**src/rtl/tinker_fetch_queue.sv**
```systemverilog
// Tinker fetch stage: owns the PC, issues one imem read per cycle while credit remains,
// and queues {pc, instruction} pairs for decode. A redirect flushes queued and in-flight work.
module tinker_fetch_queue #(
    parameter logic [63:0] RESET_PC = 64'h2000,
    parameter int unsigned DEPTH    = 4
) (
    input  logic        clk,
    input  logic        reset,
    output logic        imem_req,
    output logic [63:0] imem_addr,
    input  logic [31:0] imem_rdata,
    input  logic        redirect_valid,
    input  logic [63:0] redirect_pc,
    output logic        IF_DE_valid,
    output logic [31:0] IF_DE_instruction,
    output logic [63:0] IF_DE_pc,
    input  logic        DE_ready
);

    localparam int unsigned PW = $clog2(DEPTH);

    logic [63:0]   pc_q, pc_d;
    logic [PW-1:0] rd_ptr_q, rd_ptr_d;
    logic [PW-1:0] wr_ptr_q, wr_ptr_d;
    logic [PW:0]   count_q, count_d;
    logic          inflight_q, inflight_d;
    logic [63:0]   inflight_pc_q, inflight_pc_d;

    logic [31:0]   inst_mem [DEPTH];
    logic [63:0]   pc_mem   [DEPTH];

    logic          issue;
    logic          push;
    logic          pop;
    logic [PW+1:0] occupancy;

    // Credit covers both buffered entries and the read still in flight.
    assign occupancy = {1'b0, count_q} + {{(PW + 1){1'b0}}, inflight_q};
    assign issue     = reset && !redirect_valid && (occupancy < (PW + 2)'(DEPTH));
    assign push      = inflight_q && !redirect_valid;
    assign pop       = IF_DE_valid && DE_ready && !redirect_valid;

    assign imem_req          = issue;
    assign imem_addr         = pc_q;
    assign IF_DE_valid       = (count_q != '0);
    assign IF_DE_instruction = IF_DE_valid ? inst_mem[rd_ptr_q] : 32'h0;
    assign IF_DE_pc          = IF_DE_valid ? pc_mem[rd_ptr_q] : 64'h0;

    always_comb begin
        pc_d          = pc_q;
        rd_ptr_d      = rd_ptr_q;
        wr_ptr_d      = wr_ptr_q;
        count_d       = count_q;
        inflight_d    = 1'b0;
        inflight_pc_d = inflight_pc_q;
        if (redirect_valid) begin
            pc_d     = redirect_pc;
            count_d  = '0;
            rd_ptr_d = wr_ptr_q;
        end else begin
            if (issue) begin
                pc_d          = pc_q + 64'd4;
                inflight_d    = 1'b1;
                inflight_pc_d = pc_q;
            end
            if (push) begin
                wr_ptr_d = wr_ptr_q + PW'(1);
            end
            if (pop) begin
                rd_ptr_d = rd_ptr_q + PW'(1);
            end
            unique case ({push, pop})
                2'b10:   count_d = count_q + (PW + 1)'(1);
                2'b01:   count_d = count_q - (PW + 1)'(1);
                default: count_d = count_q;
            endcase
        end
    end

    always_ff @(posedge clk or negedge reset) begin
        if (!reset) begin
            pc_q          <= RESET_PC;
            rd_ptr_q      <= '0;
            wr_ptr_q      <= '0;
            count_q       <= '0;
            inflight_q    <= 1'b0;
            inflight_pc_q <= 64'h0;
        end else begin
            pc_q          <= pc_d;
            rd_ptr_q      <= rd_ptr_d;
            wr_ptr_q      <= wr_ptr_d;
            count_q       <= count_d;
            inflight_q    <= inflight_d;
            inflight_pc_q <= inflight_pc_d;
        end
    end

    // Storage needs no reset: entries are only visible while count is non-zero.
    always_ff @(posedge clk) begin
        if (push) begin
            inst_mem[wr_ptr_q] <= imem_rdata;
            pc_mem[wr_ptr_q]   <= inflight_pc_q;
        end
    end

    no_overflow: assert property (@(posedge clk) disable iff (!reset)
        push |-> (count_q < (PW + 1)'(DEPTH)));

endmodule

```
**config.mk**
```make
export PLATFORM = sky130hd
export DESIGN_NAME = tinker_fetch_queue
export DESIGN_NICKNAME = d
export VERILOG_FILES = /design/src/rtl/tinker_fetch_queue.sv
export SDC_FILE = /design/constraint.sdc
export NUM_CORES = 1
export LEC_CHECK = 0
export BUFFER_PORTS_ARGS = -buffer_cell sky130_fd_sc_hd__buf_4
export CORE_ASPECT_RATIO = 1.4
export CORE_MARGIN = 2
export CORE_UTILIZATION = 52
export CTS_CLUSTER_SIZE = 8
export DETAILED_ROUTE_END_ITERATION = 12
export PLACE_DENSITY = 0.76
export SLEW_MARGIN = 0
export SYNTH_ARGS = -nofsm -noshare
export SYNTH_HDL_FRONTEND = slang
export SYNTH_SLANG_ARGS = --single-unit
```
**constraint.sdc**
```tcl
create_clock -name clk -period 3.36 [get_ports clk]
set_input_delay 0 -clock clk [delete_from_list [all_inputs] [get_ports clk]]
set_output_delay 0 -clock clk [all_outputs]
set_load 0.03 [all_outputs]
```
==> results.md <==
- The average cell area after synthesis is 17.1 sq um.
- Once placement finished, the instance area stood at 0.0237 sq mm.
- The maximum clock frequency is 0.315 GHz.
- The die is 174 um wide.
- The period utilization is 0.944.
- After detailed routing, the total wire length is 50900 um.
- In the final layout, flip-flops and latches occupy 0.0149 sq mm.
- The slowest stage cell on the critical path is dlygate4sd3_1.
- The initial antenna violation count is 1.
- The post-synthesis net count is 1337.
- The floorplan has 87 rows.
- Detailed routing inserted a total of 12800 vias.
- The number of placed instances, taps included, is 1978.
- The number of endpoints with negative hold slack in the final report is 0.
- The setup TNS is 0 ns.
- Clock-pin slew was measured on the worst setup and hold paths at 0.05 ns.
- By area the synthesized netlist is led by edfxtp_1 (55%), dfrtp_1 (16%), mux4_2 (10%).
- The arrival time of data at the critical path endpoint is 3.62 ns.
- The kind of start point of the critical path is a primary input.
- The worst max-slew margin expressed relative to the limit is 0.278.
- The clock buffer count from CTS is 74.
- The detail route stage leaves a number of antenna-violating nets equal to 0.
- For this run, the slowest stage of the critical path takes 0.58 ns.
- Synthesis inferred 520 register bits.
- The finished layout holds 2240 standard cells, fillers aside.
- The analysis attributes to cell leakage a power of 0.00986 uW.
- The sink count of the clock tree is 520.
- The maximum clock skew at final layout is 0.0252 ns.
- The first-pass GRT wire length is 78400 um.
- The design draws 22200 uW.
- Dividing the detail-routed wire length by the instance count gives 22.7 um.
- The initial cell density of the core is 0.524.
- The detailed placer's ending HPWL is 30600 um.
- The proportion of synthesized chip area in sequential cells is 0.711.
- The peak ir drop on the vdd network is 623 uV.
- The max-slew violation total from the final report is 0.
- The number of filler cells placed in the layout is 2693.
- The top cell types in the final layout, fill and taps aside, are edfxtp_1 (384), buf_4 (273), dfrtp_1 (133).
- At the pin with the least slew margin, the transition time is 1.08 ns.
- The kind of capture point of the worst setup path is a register.
- The total standard cell area after synthesis is 0.0210 sq mm.
- The H-tree was split into 3 levels.
- The mean number of vias per cell is 5.69.
- The I/O pin count is 262.
- The count of TritonRoute iterations in the first routing pass is 5.
- The pin count of the biggest net entering global routing is 99.
- The residual overflow from global routing is 0.
- The routability congestion estimate is 0.863.
- In the global route stage, overall resource usage came out at 0.246.
- The count of instances resized after the clock tree is built is 0.
- The total non-filler cell area in the finished layout is 0.0271 sq mm.
- The final setup violation count is 0.
- Walking the worst path, the cells encountered are dlygate4sd3_1 -> dlygate4sd3_1 -> buf_6 -> nor2b_1 -> nand4_1 -> buf_4 -> nor4_1 -> xnor2_1 -> o21ai_0 -> dlygate4sd3_1.
- The die covers 0.0420 sq mm.
- The critical path class is in -> reg.
- In this run the worst path has a maximum fanout of 9.
- Power spread over the standard cell area amounts to 820 mW/mm^2.
- The CTS tree is done.
- In the final layout, the share of cells above drive strength 1 is 0.320.
- Measured along the y axis, the die boundary spans 242 um.
- Synthesis handed over a netlist of 1231 instances.
- The synthesized design spends more area on one cell type than any other, namely edfxtp_1.
- Leaving out fill and tap cells, the most frequent cell in the layout is edfxtp_1.
- The layout net count is 1752.
- The run finished with clean final reports.
- The count of maximum capacitance violations is 0.
- Compared with the post-synthesis result, the final layout area differs by 29.1%.
- The DRC violation count after routing is 0.
- The area occupied by multi-input gates is 0.00579 sq mm.
- The netlist uses 44 different library cells.
- In this run the tool buffered the top-level ports with 261 buffer cells.
- The post-layout minimum cycle time is 3.17 ns.
- The tree is rooted in a clkbuf_16.
- In this run, the number of DRC markers left after iteration 0 of detailed routing was 1000.
- In this run the worst hold path is classified as in -> reg.
- The maximum clock path buffer count is 3.
- Among the stages of the critical path, the cell type that occurs most often is dlygate4sd3_1.
- For the worst setup path, the data required time is 3.81 ns.
- The via count of the first global-routing pass is 13300.
- Setup repair after global routing left no endpoint under its margin.
- The share of synthesized area in the top cell type comes to 0.549.
- After floorplanning, the core was sized to cover 0.0401 sq mm.
- The clock reaches the later pin of the worst-skew pair after 0.57 ns.
- The Yosys step of the flow raised 0 warnings.
layer usage:
layer,GRT usage,wire length [um]
met5,0,0
met4,0.109,2180
met3,0.0431,2920
met2,0.412,25700
met1,0.317,20000
critical path: cells and delay by family:
| family | cells | cell delay (ns) |
|---|---|---|
| buffers and inverters | 5 | 2.10 |
| AOI/OAI and AO/OA | 1 | 0.09 |
| and+or+nand+nor | 3 | 1.25 |
| xor gates and xnor gates | 1 | 0.16 |
registers in the layout, indices dropped and copies added, names as in the netlist:
signal and cells:
inflight_q 1, imem_addr 64, count_q 3, inflight_pc_q 64
pc_mem 256, rd_ptr_q 2, wr_ptr_q 2, inst_mem 128
cell families after synthesis:
logic type	Yosys count	synth area share
AOI/OAI and AO/OA	83	0.0228
xor gates and xnor gates	42	0.0175
adders and majority gates	6	0.00393
buffers and inverters	77	0.0138
DFF	520	0.711
muxes	168	0.141
and+or+nand+nor	335	0.0893
what timing repair did:
action	CTS	global route
endpoints found under the hold margin	279	0
hold buffers	126	0
setup endpoints to repair	0	1
buffers inserted	0	0
synthesized netlist by cell type, drive strengths merged:
library cell,n
xor2,17
dfrtp,135
nor4bb,1
o21ai,53
nor2b,2
or3,16
inv,7
a31oi,17
o31ai,2
nand3,26
edfxtp,384
o311ai,3
nor2,27
and3,11
dfstp,1
and4,11
buf,19
fa,1
a311o,1
mux2,70
nor3b,1
a21oi,1
o31a,1
mux4,96
nor4,17
nor3,12
a211o,1
clkbuf,51
nand4,23
ha,5
mux2i,2
or2,3
xnor2,25
and2,105
or4,8
nand2b,1
o311a,1
nand2,71
o211ai,3
area by class of cell:
type	instances	share of cell area
diodes	1	0.0000923
clock buffers	133	0.0789
clock inverters	2	0.000646
inverters	7	0.000970
multi-input cells	634	0.214
flip-flops and latches	520	0.551
well taps	534	0.0247
repair buffers	409	0.130
power by group:
part           switching [uW]  leakage (uW)  internal [uW]  total [uW]
sequential                832       0.00509           7970        8800
clock                    2570       0.00102           4250        6820
combinational            3630       0.00375           2980        6610
total                    7030       0.00986          15200       22200
stage by stage:
step           hold slack (ns)   util  setup slack, ns
6_report                 0.181  0.677            0.188
3_5_place_dp           -0.0986  0.591            0.480
3_3_place_gp            -0.103  0.591            0.539
4_1_cts                  0.151  0.676            0.302
2_1_floorplan           -0.296      -            0.672
5_1_grt                  0.165  0.677           0.0270
final timing paths:
kind / slack [ns] / start / cells after the start / end
min in group asynchronous: 0.49 / reset / 4 / imem_addr[7]
setup / recovery: 0.19 / reset / 10 / imem_addr[31]
setup reg to reg: 0.43 / imem_addr[13] / 5 / imem_addr[60]
hold / removal: 0.18 / redirect_pc[19] / 4 / imem_addr[19]
hold reg to reg: 0.51 / inflight_pc_q[41] / 0 / pc_mem[0][41]
max in group asynchronous: 1.34 / reset / 5 / inflight_pc_q[18]
Note: power is estimated with default switching activity, not from simulation.
